### config.mk
export PLATFORM = sky130hd
export DESIGN_NAME = serial_frame_demux
export DESIGN_NICKNAME = d
export VERILOG_FILES = /design/src/rtl/serial_frame_demux_pkg.sv /design/src/rtl/serial_frame_demux_onehot_dec.sv /design/src/rtl/serial_frame_demux.sv
export SDC_FILE = /design/constraint.sdc
export NUM_CORES = 1
export LEC_CHECK = 0
export CAP_MARGIN = 5
export CORE_AREA = 2 2 55 96
export CTS_CLUSTER_SIZE = 28
export DETAILED_ROUTE_END_ITERATION = 10
export DIE_AREA = 0 0 57 98
export PLACE_DENSITY_LB_ADDON = 0.3
export SYNTH_ARGS = -nofsm -noshare
export SYNTH_HDL_FRONTEND = slang
export SYNTH_HIERARCHICAL = 1
export SYNTH_SLANG_ARGS = --single-unit
export TNS_END_PERCENT = 10
### constraint.sdc
create_clock -name clk -period 1.83 [get_ports clk]
set_input_delay 0.366 -clock clk [delete_from_list [all_inputs] [get_ports clk]]
set_output_delay 0.366 -clock clk [all_outputs]
set_load 0.05 [all_outputs]
### src/rtl/serial_frame_demux_pkg.sv
// Shared types for the serial frame demultiplexer.
// Field order on the line doubles as the FSM state encoding.
package serial_demux_pkg;

    localparam logic [2:0] FLD_START = 3'd0;
    localparam logic [2:0] FLD_ADDR  = 3'd1;
    localparam logic [2:0] FLD_LEN   = 3'd2;
    localparam logic [2:0] FLD_DATA  = 3'd3;
    localparam logic [2:0] FLD_PAR   = 3'd4;
    localparam logic [2:0] FLD_STOP  = 3'd5;

    typedef enum logic [2:0] {
        IDLE     = FLD_START,
        ADDR     = FLD_ADDR,
        LEN      = FLD_LEN,
        DATA     = FLD_DATA,
        PAR      = FLD_PAR,
        STOP     = FLD_STOP,
        ERR_WAIT = 3'd6
    } state_t;

    function automatic int max_w(input int a, input int b);
        return (a > b) ? a : b;
    endfunction

endpackage

### src/rtl/serial_frame_demux_onehot_dec.sv
// Address to one-hot channel select; all-zero when disabled
// or when the address names a channel that does not exist.
module onehot_dec #(
    parameter int N  = 4,
    parameter int AW = (N > 1) ? $clog2(N) : 1
) (
    input  logic [AW-1:0] addr_i,
    input  logic          en_i,
    output logic [N-1:0]  onehot_o
);

    always_comb begin
        onehot_o = '0;
        for (int i = 0; i < N; i++) begin
            if (en_i && (addr_i == AW'(i))) begin
                onehot_o[i] = 1'b1;
            end
        end
    end

endmodule

### src/rtl/serial_frame_demux.sv
// Serial frame demultiplexer: decodes start/addr/len/data/parity/stop
// frames from one serial line and routes payload bits to NCH channels.
module serial_frame_demux
    import serial_demux_pkg::*;
#(
    parameter int NCH       = 4,
    parameter int ADDR_W    = $clog2(NCH),
    parameter int LEN_W     = 3,
    parameter bit PARITY_EN = 1'b1
) (
    input  logic           clk,
    input  logic           rst_n,
    input  logic           sin,
    output logic [NCH-1:0] ch_sel,
    output logic           dout,
    output logic           dout_vld,
    output logic           busy,
    output logic           frame_done,
    output logic           err
);

    localparam int CNT_W = max_w(ADDR_W, LEN_W);
    localparam state_t AFTER_DATA = PARITY_EN ? PAR : STOP;

    state_t            state_q;
    logic [CNT_W-1:0]  cnt_q;
    logic [ADDR_W-1:0] addr_q;
    logic [LEN_W-1:0]  len_q;
    logic              par_q;
    logic              bad_q;
    logic [NCH-1:0]    ch_sel_q;
    logic              dout_q;
    logic              vld_q;
    logic              done_q;
    logic              err_q;

    logic [ADDR_W:0]   addr_ext;
    logic [ADDR_W-1:0] addr_d;
    logic [LEN_W:0]    len_ext;
    logic [LEN_W-1:0]  len_d;
    logic [CNT_W:0]    cnt_inc;
    logic [CNT_W:0]    len_cmp;
    logic [NCH-1:0]    oh;
    logic              in_range;

    assign addr_ext = {addr_q, sin};
    assign addr_d   = addr_ext[ADDR_W-1:0];
    assign len_ext  = {len_q, sin};
    assign len_d    = len_ext[LEN_W-1:0];
    assign cnt_inc  = {1'b0, cnt_q} + (CNT_W+1)'(1);
    assign len_cmp  = (CNT_W+1)'(len_q);
    assign in_range = |oh;

    onehot_dec #(
        .N  (NCH),
        .AW (ADDR_W)
    ) u_dec (
        .addr_i   (addr_q),
        .en_i     (1'b1),
        .onehot_o (oh)
    );

    always_ff @(posedge clk or negedge rst_n) begin
        if (!rst_n) begin
            state_q  <= IDLE;
            cnt_q    <= '0;
            addr_q   <= '0;
            len_q    <= '0;
            par_q    <= 1'b0;
            bad_q    <= 1'b0;
            ch_sel_q <= '0;
            dout_q   <= 1'b0;
            vld_q    <= 1'b0;
            done_q   <= 1'b0;
            err_q    <= 1'b0;
        end else begin
            ch_sel_q <= '0;
            dout_q   <= 1'b0;
            vld_q    <= 1'b0;
            done_q   <= 1'b0;
            err_q    <= 1'b0;
            unique case (state_q)
                IDLE: begin
                    if (!sin) begin
                        state_q <= ADDR;
                        cnt_q   <= '0;
                        addr_q  <= '0;
                        len_q   <= '0;
                        par_q   <= 1'b0;
                        bad_q   <= 1'b0;
                    end
                end
                ADDR: begin
                    addr_q <= addr_d;
                    par_q  <= par_q ^ sin;
                    cnt_q  <= cnt_inc[CNT_W-1:0];
                    if (cnt_inc == (CNT_W+1)'(ADDR_W)) begin
                        cnt_q   <= '0;
                        state_q <= LEN;
                    end
                end
                LEN: begin
                    len_q <= len_d;
                    par_q <= par_q ^ sin;
                    cnt_q <= cnt_inc[CNT_W-1:0];
                    // addr_q is complete here; flag unroutable frames
                    if (!in_range) begin
                        bad_q <= 1'b1;
                    end
                    if (cnt_inc == (CNT_W+1)'(LEN_W)) begin
                        cnt_q   <= '0;
                        state_q <= (len_d == '0) ? AFTER_DATA : DATA;
                    end
                end
                DATA: begin
                    dout_q   <= sin;
                    vld_q    <= in_range;
                    ch_sel_q <= oh;
                    par_q    <= par_q ^ sin;
                    cnt_q    <= cnt_inc[CNT_W-1:0];
                    if (cnt_inc == len_cmp) begin
                        cnt_q   <= '0;
                        state_q <= AFTER_DATA;
                    end
                end
                PAR: begin
                    if (par_q ^ sin) begin
                        bad_q <= 1'b1;
                    end
                    cnt_q   <= '0;
                    state_q <= STOP;
                end
                STOP: begin
                    cnt_q <= '0;
                    if (sin && !bad_q) begin
                        done_q  <= 1'b1;
                        state_q <= IDLE;
                    end else begin
                        err_q   <= 1'b1;
                        state_q <= sin ? IDLE : ERR_WAIT;
                    end
                end
                ERR_WAIT: begin
                    if (sin) begin
                        state_q <= IDLE;
                    end
                end
                default: state_q <= IDLE;
            endcase
        end
    end

    assign ch_sel     = ch_sel_q;
    assign dout       = dout_q;
    assign dout_vld   = vld_q;
    assign busy       = (state_q != IDLE);
    assign frame_done = done_q;
    assign err        = err_q;

endmodule

Word level (Yosys, flattened, before mapping). Index checks and enable logic that the tools add are counted. W data, S select, Z words.

Register bits after elaboration: 21. Input bits: 3. Output and inout port bits: 9.

Add/sub/neg operators: 1. Eq/ne operators: 19. Mux-type cells: 33. Bitwise gates (word level): 1. Reductions and logical operators: 20.

Operator list (number): $mux W3 (12); $pmux W3 S7 (1); $pmux W3 S5 (1); $ne A2 B2 Y1 const B (7); $mux W1 (13); $eq A3 B3 Y1 const B (3); $eq A4 B2 Y1 const B (2); $reduce_and A2 Y1 (4); $eq A3 B2 Y1 const B (2); $logic_not A3 Y1 (2); $pmux W3 S2 (1); $reduce_bool A2 Y1 (3); $reduce_bool A3 Y1 (2); $reduce_and A5 Y1 (1); $reduce_bool A5 Y1 (1); $add A3 B1 Y4 const B (1); $eq A2 B2 Y1 const B (2); $eq A4 B3 Y1 (1); $mux W4 (1); $pmux W2 S2 (1); $reduce_and A4 Y1 (1); $reduce_or A4 Y1 (1); $eq A3 B1 Y1 const B (1); $pmux W1 S3 (1); 9 further kinds (9).

Depth between registers and ports, before layout. Gate-level depths: netlist of run 1.

Depth after elaboration: 5. Depth in mapped cells: 7. Mapped depth without buffers: 7.

Hierarchy. Netlist of run 1, hierarchy kept.

Modules (own cells, without submodules): serial_frame_demux (instances 1, cells each 122, area each 1119.8 µm², seq. area each 525.5 µm²); onehot_dec (instances 1, cells each 4, area each 37.5 µm², seq. area each 0.0 µm²).

Worst setup path after synthesis of run 1. Ideal clock, no wire load.

Path kind: flip-flop to flip-flop. Start: register cnt_q[0]. End: register state_q[2]. Setup time: 0.122 ns. Data arrival time: 1.538 ns. Data required time: 1.708 ns. Slack: 0.170 ns. Cell stages (with the launch flop): 7. Buffers on the path: 0. Period minus slack after synthesis: 1.660 ns. Cells stage by stage: dfrtp_1 ha_1 xnor2_1 xnor2_1 nor3_2 or2_4 a32o_1.

Word-level cells in the longest chain between the ends: 4.

Ends and longest elaborated chain: start: declaration (RTL line serial_frame_demux.sv:26) `logic [CNT_W-1:0] cnt_q;`; start signal: assignment (RTL line serial_frame_demux.sv:96) `cnt_q <= cnt_inc[CNT_W-1:0];`; start signal: assignment (RTL line serial_frame_demux.sv:105) `cnt_q <= cnt_inc[CNT_W-1:0];`; start signal: assignment (RTL line serial_frame_demux.sv:120) `cnt_q <= cnt_inc[CNT_W-1:0];`; $add A3 B1 Y4 (*) (RTL line serial_frame_demux.sv:50) `assign cnt_inc = {1'b0, cnt_q} + (CNT_W+1)'(1);`; $eq A4 B3 Y1 (tied with other cells) (RTL line serial_frame_demux.sv:121) `if (cnt_inc == len_cmp) begin`; $ne A2 B2 Y1 (no source line); $reduce_and A5 Y1 (no source line) (*); end signal: assignment (RTL line serial_frame_demux.sv:112) `state_q <= (len_d == '0) ? AFTER_DATA : DATA;`; end signal: assignment (RTL line serial_frame_demux.sv:140) `state_q <= sin ? IDLE : ERR_WAIT;`; end: declaration (RTL line serial_frame_demux.sv:25) `state_t state_q;`.

Every way passes the cells marked *; elsewhere a longest branch is shown, timed or not. A chain may end at the register's enable or synchronous reset.

Final worst setup path of run 1. Same ends and word-level chain as after synthesis.

==> results of run 1 <==
==> critical path, stage by stage (launching register included) <==
cell and delay [ns]:
dfrtp_2 0.41, inv_1 0.06, ha_1 0.32, xor2_1 0.15
nand2_1 0.11, nor3_4 0.07, or2_4 0.28, a32o_1 0.25
==> kinds of logic (layout without fill, tap and decap cells) <==
family / Yosys count / in the layout / synth area share [%]
xor gates and xnor gates: 5 / 5 / 3.784
other: 1 / 4 / 0.3240
and+or+nand+nor: 55 / 55 / 25.73
DFF: 21 / 21 / 45.41
adders and majority gates: 3 / 3 / 3.244
muxes: 1 / 1 / 0.9729
buffers and inverters: 12 / 31 / 4.216
AOI/OAI and AO/OA: 28 / 28 / 16.33
==> routing by layer <==
metal  part of all wire, %  wire (um)  up-vias  GRT usage [%]
met5                     0          0        -              0
met2                    58       1594       17          20.60
li1                      -          -      473              -
met3                   2.4         65        9          1.457
met1                    37       1020      461          9.901
met4                   2.6         71        0          4.830
==> cell usage after synthesis <==
cell | count | area share, %
dfrtp_1 | 21 | 45
nand2_1 | 14 | 4.5
a21oi_1 | 11 | 4.8
nor2_1 | 11 | 3.6
inv_1 | 6 | 1.9
nor3_1 | 6 | 2.6
and3_1 | 5 | 2.7
nand2b_1 | 4 | 2.2
xnor2_1 | 4 | 3.0
a32o_1 | 3 | 2.6
buf_2 | 3 | 1.3
clkbuf_1 | 3 | 0.97
ha_1 | 3 | 3.2
nor2b_1 | 3 | 1.6
o21ai_0 | 3 | 1.3
a21o_1 | 2 | 1.3
a22o_1 | 2 | 1.5
and3b_1 | 2 | 1.5
nor4_1 | 2 | 1.1
a21oi_2 | 1 | 0.76
a2bb2oi_1 | 1 | 0.76
and2_1 | 1 | 0.54
and2_4 | 1 | 0.76
and2b_2 | 1 | 0.76
and3_2 | 1 | 0.65
conb_1 | 1 | 0.32
mux2_2 | 1 | 0.97
nor3_2 | 1 | 0.86
nor3b_2 | 1 | 1.1
o211ai_1 | 1 | 0.65
o21ai_2 | 1 | 0.76
o22ai_1 | 1 | 0.54
o31ai_1 | 1 | 0.65
o41ai_1 | 1 | 0.76
or2_2 | 1 | 0.54
or2_4 | 1 | 0.76
xor2_1 | 1 | 0.76
==> flip-flops by register name, indices dropped and copies added (netlist names) <==
signal / count
dout: 1
frame_done: 1
bad_q: 1
err: 1
dout_vld: 1
state_q: 3
cnt_q: 3
len_q: 3
ch_sel: 4
par_q: 1
addr_q: 2
==> power breakdown <==
group	internal, W	total, W	switching (W)
clock	0.000155	0.000313	0.000158
combinational	0.000636	0.00143	0.000797
sequential	0.000631	0.000852	0.000222
==> worst paths after layout <==
path / start / to / slack, ns / cells after the start
max: cnt_q[0]$_DFFE_PN0P_ / state_q[2]$_DFFE_PN0P_ / 0.08 / 7
min reg2reg: bad_q$_DFFE_PN0P_ / frame_done$_DFF_PN0_ / 0.44 / 1
max reg2reg: cnt_q[0]$_DFFE_PN0P_ / state_q[2]$_DFFE_PN0P_ / 0.08 / 7
min: bad_q$_DFFE_PN0P_ / frame_done$_DFF_PN0_ / 0.44 / 1
max in group asynchronous: rst_n / cnt_q[0]$_DFFE_PN0P_ / 1.14 / 2
min in group asynchronous: rst_n / state_q[2]$_DFFE_PN0P_ / 0.45 / 2
==> timing repair <==
| item | in CTS | in global routing |
|---|---|---|
| setup endpoints to repair | 0 | 6 |
| endpoints found under the hold margin | 0 | 0 |
| gates resized for setup | 0 | 6 |
==> area by class of cell <==
type / count / area (um^2)
fillers: 547 / 3391
multi-input cells: 96 / 624.3
flip-flops and latches: 21 / 526.8
repair buffers: 21 / 172.7
well taps: 54 / 67.56
clock buffers: 4 / 45.04
inverters: 6 / 22.52
==> metrics by stage <==
stage | setup TNS, ns | setup slack [ns] | cell area [um^2] | util [%] | hold WS [ns]
floorplan | 0 | 0.1705 | 1169 | - | 0.07041
global placement | 0 | 0.04216 | 1383 | 28.51 | 0.4231
detailed placement | 0 | 0.03000 | 1383 | 28.51 | 0.4305
CTS | 0 | 0.03197 | 1428 | 29.44 | 0.4419
global route | -0.01943 | -0.01638 | 1459 | 30.08 | 0.4551
finish | 0 | 0.07882 | 1459 | 30.08 | 0.4396
==> results.py, run 1 <==
metrics = {
    "run_status": {
        "status": "finished, final reports clean",
    },
    "yosys": {
        "syn-cell-area_mm2": 0.001157,
        "ys_seq_area_share_pct": 45.41,
        "syn_inst": 126,
        "ys_seq_elements": 21,
        "synth_cell_types": 37,
        "synth_warnings": 6,
        "synth_area_per_cell_um2": 9.185,
    },
    "route": {
        "vias": 960,
        "dr.pass1.iters": 4,
        "vias_per_cell": 4.752,
        "drc_errors": 0,
        "ant_nets": 0,
        "drt_wl_total_um": 2751,
        "drtIter0Drc": 22,
        "avgRoutedWirePerCell_um": 13.62,
    },
    "timing": {
        "fin_crit_sh_pct": 95.69,
        "skew_ns": 0.002007,
        "rsz0062_at_grt": "yes",
        "slew_viol_final": 0,
        "max_freq_ghz": 0.5710,
        "setup_viol": 0,
        "hold_violations": 0,
        "period_needed_ns": 1.751,
    },
    "cts": {
        "clock_sinks": 21,
        "cts_buffer_depth": 2,
        "path_clk_slew_ns": 0.08,
        "hold_buffers": 0,
        "cts-root-buf": "clkbuf_8",
        "cts_tree": "built",
        "cts_made_buffers": 3,
        "htreeDepth": 1,
        "clk_latency_ns": 0.26,
        "cts_setup_buffers": 0,
    },
    "run": {
        "drv_cap": 0,
    },
    "cells_and_area": {
        "most-common-layout-cells": "20 x dfrtp_1, 15 x buf_4, 14 x nand2_1",
        "nNetsFinal": 155,
        "finalNonFillerCells": 202,
        "drive_gt1_share_pct": 22.30,
        "layout_commonest_cell": "dfrtp_1",
        "area_growth_pct": 26.05,
        "num_antenna_cells": 0,
    },
    "floorplan": {
        "rows": 34,
        "core_area_mm2": 0.004850,
        "pin_count": 12,
        "initial_core_util_pct": 23.86,
        "dieArea_mm2": 0.005586,
        "fp.dieW_um": 57,
        "die_y_um": 98,
    },
    "placed_design": {
        "portBuffers": 11,
        "dp_hpwl_um": 2122,
        "post-place-cells": 198,
        "gp_congestion": 0.7902,
    },
    "worst_setup_path": {
        "worstPathArrival_ns": 1.91,
        "cp-start-kind": "flop",
        "end_kind": "flop",
        "cp_max_fo": 6,
        "crit_type": "flop to flop",
        "worst_ep_required_time_ns": 1.98,
    },
    "global_routing": {
        "grt_pass1_vias": 1009,
        "antenna_found_initial": 0,
        "grt_pass1_wl_um": 4554,
        "grt_usage_pct": 10.39,
        "grt_max_degree": 22,
        "gr-total-overflow": 0,
    },
    "power_and_ir_drop": {
        "total_power_w": 0.002599,
        "leakagePower_nw": 0.6809,
        "p_per_area_mw_per_mm2": 1781,
        "peakVddDrop_mv": 0.5925,
    },
    "worst_hold_path": {
        "hp-class": "flop to flop",
    },
}
Power figures use the tool's default switching activity.
==> run 2: changes to the inputs <==
--- a/config.mk
+++ b/config.mk
@@ -11,6 +11,7 @@
 export DETAILED_ROUTE_END_ITERATION = 10
 export DIE_AREA = 0 0 57 98
 export PLACE_DENSITY_LB_ADDON = 0.3
+export SETUP_SLACK_MARGIN = 0.02
 export SYNTH_ARGS = -nofsm -noshare
 export SYNTH_HDL_FRONTEND = slang
 export SYNTH_HIERARCHICAL = 1
==> constraint.sdc (replaced) <==
create_clock -name clk -period 1.6 [get_ports clk]
set_input_delay 0.32 -clock clk [delete_from_list [all_inputs] [get_ports clk]]
set_output_delay 0.32 -clock clk [all_outputs]
set_load 0.05 [all_outputs]
==> run 2 against run 1 <==
The flow now finishes with violations (negative setup slack). Critical path depth shrank 1. Register-to-register slack lost 0.17 ns. Final area grew 7.7%. Clock power grew 11%. Total power grew 23%. Clock skew grew 0.0026 ns. Critical path type unchanged. Maximum frequency grew 3.8%. Global-route usage grew 0.45 points. Worst setup slack lost 0.17 ns. Clock-buffer cell count is the same.
==> results.py, run 2 (same netlist as run 1, synthesis figures left out) <==
metrics = {
    "route": {
        "avgRoutedWirePerCell_um": 13.23,
        "drt_wl_total_um": 2831,
        "ant_nets": 0,
        "drtIter0Drc": 29,
        "drc_errors": 0,
        "vias_per_cell": 4.589,
        "dr.pass1.iters": 4,
        "vias": 982,
    },
    "cells_and_area": {
        "most-common-layout-cells": "30 x buf_4, 18 x dfrtp_1, 14 x nand2_1",
        "drive_gt1_share_pct": 33.75,
        "finalNonFillerCells": 214,
        "multi_input_area_um2": 650.6,
        "largest_reg_flops": 4,
        "num_antenna_cells": 0,
        "fillers": 515,
        "regArea_um2": 529.3,
        "area_growth_pct": 35.78,
        "design_area_mm2": 0.001572,
        "layout_commonest_cell": "buf_4",
        "nNetsFinal": 167,
    },
    "timing": {
        "slew_viol_final": 0,
        "skew_ns": 0.004639,
        "setup_viol": 6,
        "period_needed_ns": 1.687,
        "fin_crit_sh_pct": 105.4,
        "hold_violations": 0,
        "worst_slack_ns": -0.08679,
        "rsz0062_at_grt": "yes",
        "tns_ns": -0.2088,
        "max_freq_ghz": 0.5928,
    },
    "worst_setup_path": {
        "r2r_end": "state_q[2]$_DFFE_PN0P_",
        "end_kind": "flop",
        "worstPathArrival_ns": 1.84,
        "r2r_slack_ns": -0.09,
        "crit_type": "flop to flop",
        "r2r-start": "cnt_q[1]$_DFFE_PN0P_",
        "cp_max_fo": 3,
        "worst_ep_required_time_ns": 1.75,
        "cp-start-kind": "flop",
        "rr_worst_depth": 6,
    },
    "cts": {
        "path_clk_slew_ns": 0.08,
        "hold_buffers": 0,
        "htreeDepth": 1,
        "clk_latency_ns": 0.26,
        "cts_buffer_depth": 2,
        "cts_tree": "built",
        "clock_sinks": 21,
        "cts-root-buf": "clkbuf_8",
        "cts_made_buffers": 3,
    },
    "floorplan": {
        "die_y_um": 98,
        "core_area_mm2": 0.004850,
        "dieArea_mm2": 0.005586,
        "initial_core_util_pct": 23.86,
        "rows": 34,
        "pin_count": 12,
        "fp.dieW_um": 57,
    },
    "global_routing": {
        "grt_usage_pct": 10.84,
        "gr-total-overflow": 0,
        "grt_pass1_vias": 994,
        "antenna_found_initial": 0,
        "grt_max_degree": 22,
        "grt_pass1_wl_um": 4685,
    },
    "worst_hold_path": {
        "hp-class": "input port to asynchronous set/reset pin",
    },
    "placed_design": {
        "gp_congestion": 0.7979,
        "portBuffers": 11,
        "placed_area_mm2": 0.001490,
        "dp_hpwl_um": 2131,
        "post-place-cells": 208,
    },
    "run_status": {
        "violations": "negative setup slack",
        "status": "finished with violations",
    },
    "power_and_ir_drop": {
        "p_per_area_mw_per_mm2": 2027,
        "peakVddDrop_mv": 0.7607,
        "leakagePower_nw": 0.7458,
        "total_power_w": 0.003185,
    },
    "run": {
        "drv_cap": 0,
    },
}
run 2: how the worst max path moves through the flow:
stage | startpoint | endpoint | slack, ns
6_report | cnt_q[1]$_DFFE_PN0P_ | state_q[2]$_DFFE_PN0P_ | -0.09
5_1_grt | cnt_q[0]$_DFFE_PN0P_ | state_q[2]$_DFFE_PN0P_ | -0.16
4_1_cts | cnt_q[1]$_DFFE_PN0P_ | state_q[2]$_DFFE_PN0P_ | -0.08
3_5_place_dp | cnt_q[1]$_DFFE_PN0P_ | state_q[2]$_DFFE_PN0P_ | -0.14
2_1_floorplan | cnt_q[1]$_DFFE_PN0P_ | state_q[2]$_DFFE_PN0P_ | 0.01
3_3_place_gp | cnt_q[1]$_DFFE_PN0P_ | state_q[2]$_DFFE_PN0P_ | -0.12
run 2: area by class of cell:
type,instances,area share [%]
Tap cell,54,4.299
Inverter,6,1.433
Timing Repair Buffer,33,16.32
Multi-Input combinational cell,96,41.40
Clock buffer,4,2.866
Sequential cell,21,33.68
run 2: through the flow:
stage | hold WS [ns] | setup slack, ns | util [%]
after floorplan | 0.02441 | 0.01115 | -
after global placement | 0.4247 | -0.1168 | 30.73
after detailed placement | 0.4252 | -0.1410 | 30.73
after CTS | 0.4031 | -0.08051 | 32.22
after global routing | 0.4217 | -0.1560 | 32.40
final | 0.3959 | -0.08679 | 32.40
run 2: worst max-delay path: stages, from the launching register on:
cell and delay (ns):
dfrtp_2 0.45, ha_4 0.20, and2_4 0.15, a21oi_4 0.17, o21ai_2 0.10, or2_4 0.26
a32o_1 0.25
run 2: metal layers:
layer  global-route usage [%]  vias up  part of all wire, %
met1                    11.12      466                   38
li1                         -      502                    -
met2                    21.13       12                   59
met5                        0        -                    0
met3                    1.722        2                  2.0
met4                    3.757        0                 0.85
run 2: power by group:
part | total [W] | internal, W | leakage (nW) | switching (W)
sequential | 0.000981 | 0.000726 | 0.269 | 0.000256
combinational | 0.00186 | 0.000896 | 0.454 | 0.000960
clock | 0.000348 | 0.000177 | 0.0228 | 0.000170
run 2: repair_timing:
item,CTS,global route
endpoints found under the setup margin,7,7
cloned,0,0
setup buffers,2,0
pin swaps,6,0
resized for setup,3,2
==> run 3: changes to the inputs <==
--- a/config.mk
+++ b/config.mk
@@ -11,6 +11,7 @@
 export DETAILED_ROUTE_END_ITERATION = 10
 export DIE_AREA = 0 0 57 98
 export PLACE_DENSITY_LB_ADDON = 0.3
+export REMOVE_ABC_BUFFERS = 1
 export SETUP_SLACK_MARGIN = 0.02
 export SYNTH_ARGS = -nofsm -noshare
 export SYNTH_HDL_FRONTEND = slang
==> run 3 against run 2 <==
The run still ends with negative setup slack left. Flip-flop and latch count unchanged. Clock-buffer cell count down 1. Clock skew decreased by 0.0023 ns. Register-to-register slack gained 0.02 ns. Global-route usage decreased by 0.19 points. Core utilization is 0.95 points lower. Total power is 4.1% lower. Critical path depth stayed put. Clock power rose by 2%. Via count grew 2.2%. Final area decreased by 2.9%. Critical path type unchanged.
==> results.py, run 3 (same netlist as run 1, synthesis figures left out) <==
metrics = {
    "timing": {
        "setup_viol": 6,
        "slew_viol_final": 0,
        "max_freq_ghz": 0.5988,
        "tns_ns": -0.1627,
        "holdWs_ns": 0.4020,
        "rsz0062_at_grt": "yes",
        "fin_crit_sh_pct": 104.4,
        "period_needed_ns": 1.670,
        "hold_violations": 0,
        "worst_slack_ns": -0.07002,
        "skew_ns": 0.002302,
    },
    "placed_design": {
        "gp_congestion": 0.8046,
        "portBuffers": 11,
        "dp_hpwl_um": 2102,
    },
    "cells_and_area": {
        "finalCoreUtilization_pct": 31.45,
        "regArea_um2": 529.3,
        "drive_gt1_share_pct": 32.26,
        "num_antenna_cells": 0,
        "fillers": 525,
        "multi_input_area_um2": 636.9,
        "largest_reg_flops": 4,
        "most-common-layout-cells": "24 x buf_4, 18 x dfrtp_1, 14 x nand2_1",
        "nNetsFinal": 162,
        "layout_commonest_cell": "buf_4",
        "area_growth_pct": 31.78,
    },
    "route": {
        "vias": 1004,
        "drt_wl_total_um": 2757,
        "avgRoutedWirePerCell_um": 13.19,
        "drtIter0Drc": 15,
        "vias_per_cell": 4.804,
        "dr.pass1.iters": 2,
        "ant_nets": 0,
        "drc_errors": 0,
    },
    "cts": {
        "htreeDepth": 1,
        "cts_buffer_depth": 2,
        "clock_sinks": 21,
        "cts_tree": "built",
        "cts-root-buf": "clkbuf_8",
        "path_clk_slew_ns": 0.08,
        "clk_latency_ns": 0.26,
        "cts_made_buffers": 3,
    },
    "floorplan": {
        "rows": 34,
        "core_area_mm2": 0.004850,
        "fp.dieW_um": 57,
        "die_y_um": 98,
        "dieArea_mm2": 0.005586,
        "pin_count": 12,
        "initial_core_util_pct": 23.86,
    },
    "global_routing": {
        "grt_pass1_vias": 997,
        "gr-total-overflow": 0,
        "antenna_found_initial": 0,
        "grt_max_degree": 22,
        "grt_pass1_wl_um": 4636,
        "grt_usage_pct": 10.65,
    },
    "worst_setup_path": {
        "critPathTopFamily": "flip-flops",
        "end_kind": "flop",
        "r2r_end": "state_q[2]$_DFFE_PN0P_",
        "cp_cell_sequence": "ha_2 > xnor2_2 > xnor2_1 > nor3_2 > or2_4 > a32o_1",
        "crit_path_top_delay_cell": "dfrtp_2",
        "slowest_delay_ns": 0.44,
        "worstPathArrival_ns": 1.82,
        "cp-start-kind": "flop",
        "rr_worst_depth": 6,
        "r2r-start": "cnt_q[0]$_DFFE_PN0P_",
        "critical_path.endpoint": "state_q[2]$_DFFE_PN0P_",
        "cp_max_fo": 4,
        "crit_cells": 6,
        "worstSetupStartpoint": "cnt_q[0]$_DFFE_PN0P_",
        "critPathBufInv": 0,
        "worst_ep_required_time_ns": 1.75,
        "crit_type": "flop to flop",
        "r2r_slack_ns": -0.07,
    },
    "run_status": {
        "violations": "negative setup slack",
        "status": "finished with violations",
    },
    "power_and_ir_drop": {
        "leakagePower_nw": 0.7187,
        "p_per_area_mw_per_mm2": 2003,
        "peakVddDrop_mv": 0.9335,
    },
    "worst_hold_path": {
        "hp-class": "input port to asynchronous set/reset pin",
    },
    "run": {
        "drv_cap": 0,
    },
}
[run 3: cell types whose count changed in the layout (fill, tap and decap cells not counted), sizes merged]
cell    delta
buf        -5
clkbuf     -1
clkinv     +1
[run 3: final cells by class]
cell class / instances / area share, %
Inverter: 6 / 1.477
Sequential cell: 21 / 34.70
Tap cell: 54 / 4.430
Timing Repair Buffer: 28 / 14.60
Multi-Input combinational cell: 96 / 41.76
Clock inverter: 1 / 0.3281
Clock buffer: 3 / 2.707
[run 3: worst min path at each step]
stage                                 end  slack, ns  cells past startpoint
finish                  par_q$_DFFE_PN0P_       0.40                      2
global route               dout$_DFF_PN0_       0.44                      2
CTS                        dout$_DFF_PN0_       0.41                      2
detailed placement   frame_done$_DFF_PN0_       0.42                      1
global placement     frame_done$_DFF_PN0_       0.43                      1
floorplan           addr_q[0]$_DFFE_PN0P_       0.02                      0
[run 3: power by group]
part	total [W]	switching [W]	leakage [nW]	internal, W
Sequential	0.000958	0.000231	0.269	0.000727
Clock	0.000356	0.000183	0.0255	0.000174
Combinational	0.00174	0.000949	0.424	0.000792
[run 3: stage by stage]
stage               power (W)  instances  area, um^2  worst slack, ns
floorplan            0.002002        123        1142         -0.05953
global placement     0.002544        204        1418          -0.1135
detailed placement   0.002577        204        1418          -0.1417
CTS                  0.003025        209        1511         -0.04886
global route         0.003303        209        1525          -0.1553
finish               0.003055        209        1525         -0.07002
[run 3: timing repair]
| action | in CTS | in global routing |
|---|---|---|
| endpoints found under the hold margin | 0 | 0 |
| pin swaps | 4 | 0 |
| hold buffers | 0 | 0 |
| gates resized for setup | 7 | 6 |
| setup endpoints to repair | 7 | 8 |
| buffers inserted | 1 | 0 |
[run 3: routing by layer]
layer	share of wire (%)	global-route usage, %	vias to the layer above
met5	0	0	-
met2	57	20.16	20
met3	2.9	1.854	9
met1	38	10.69	486
met4	2.9	5.188	0
li1	-	-	489
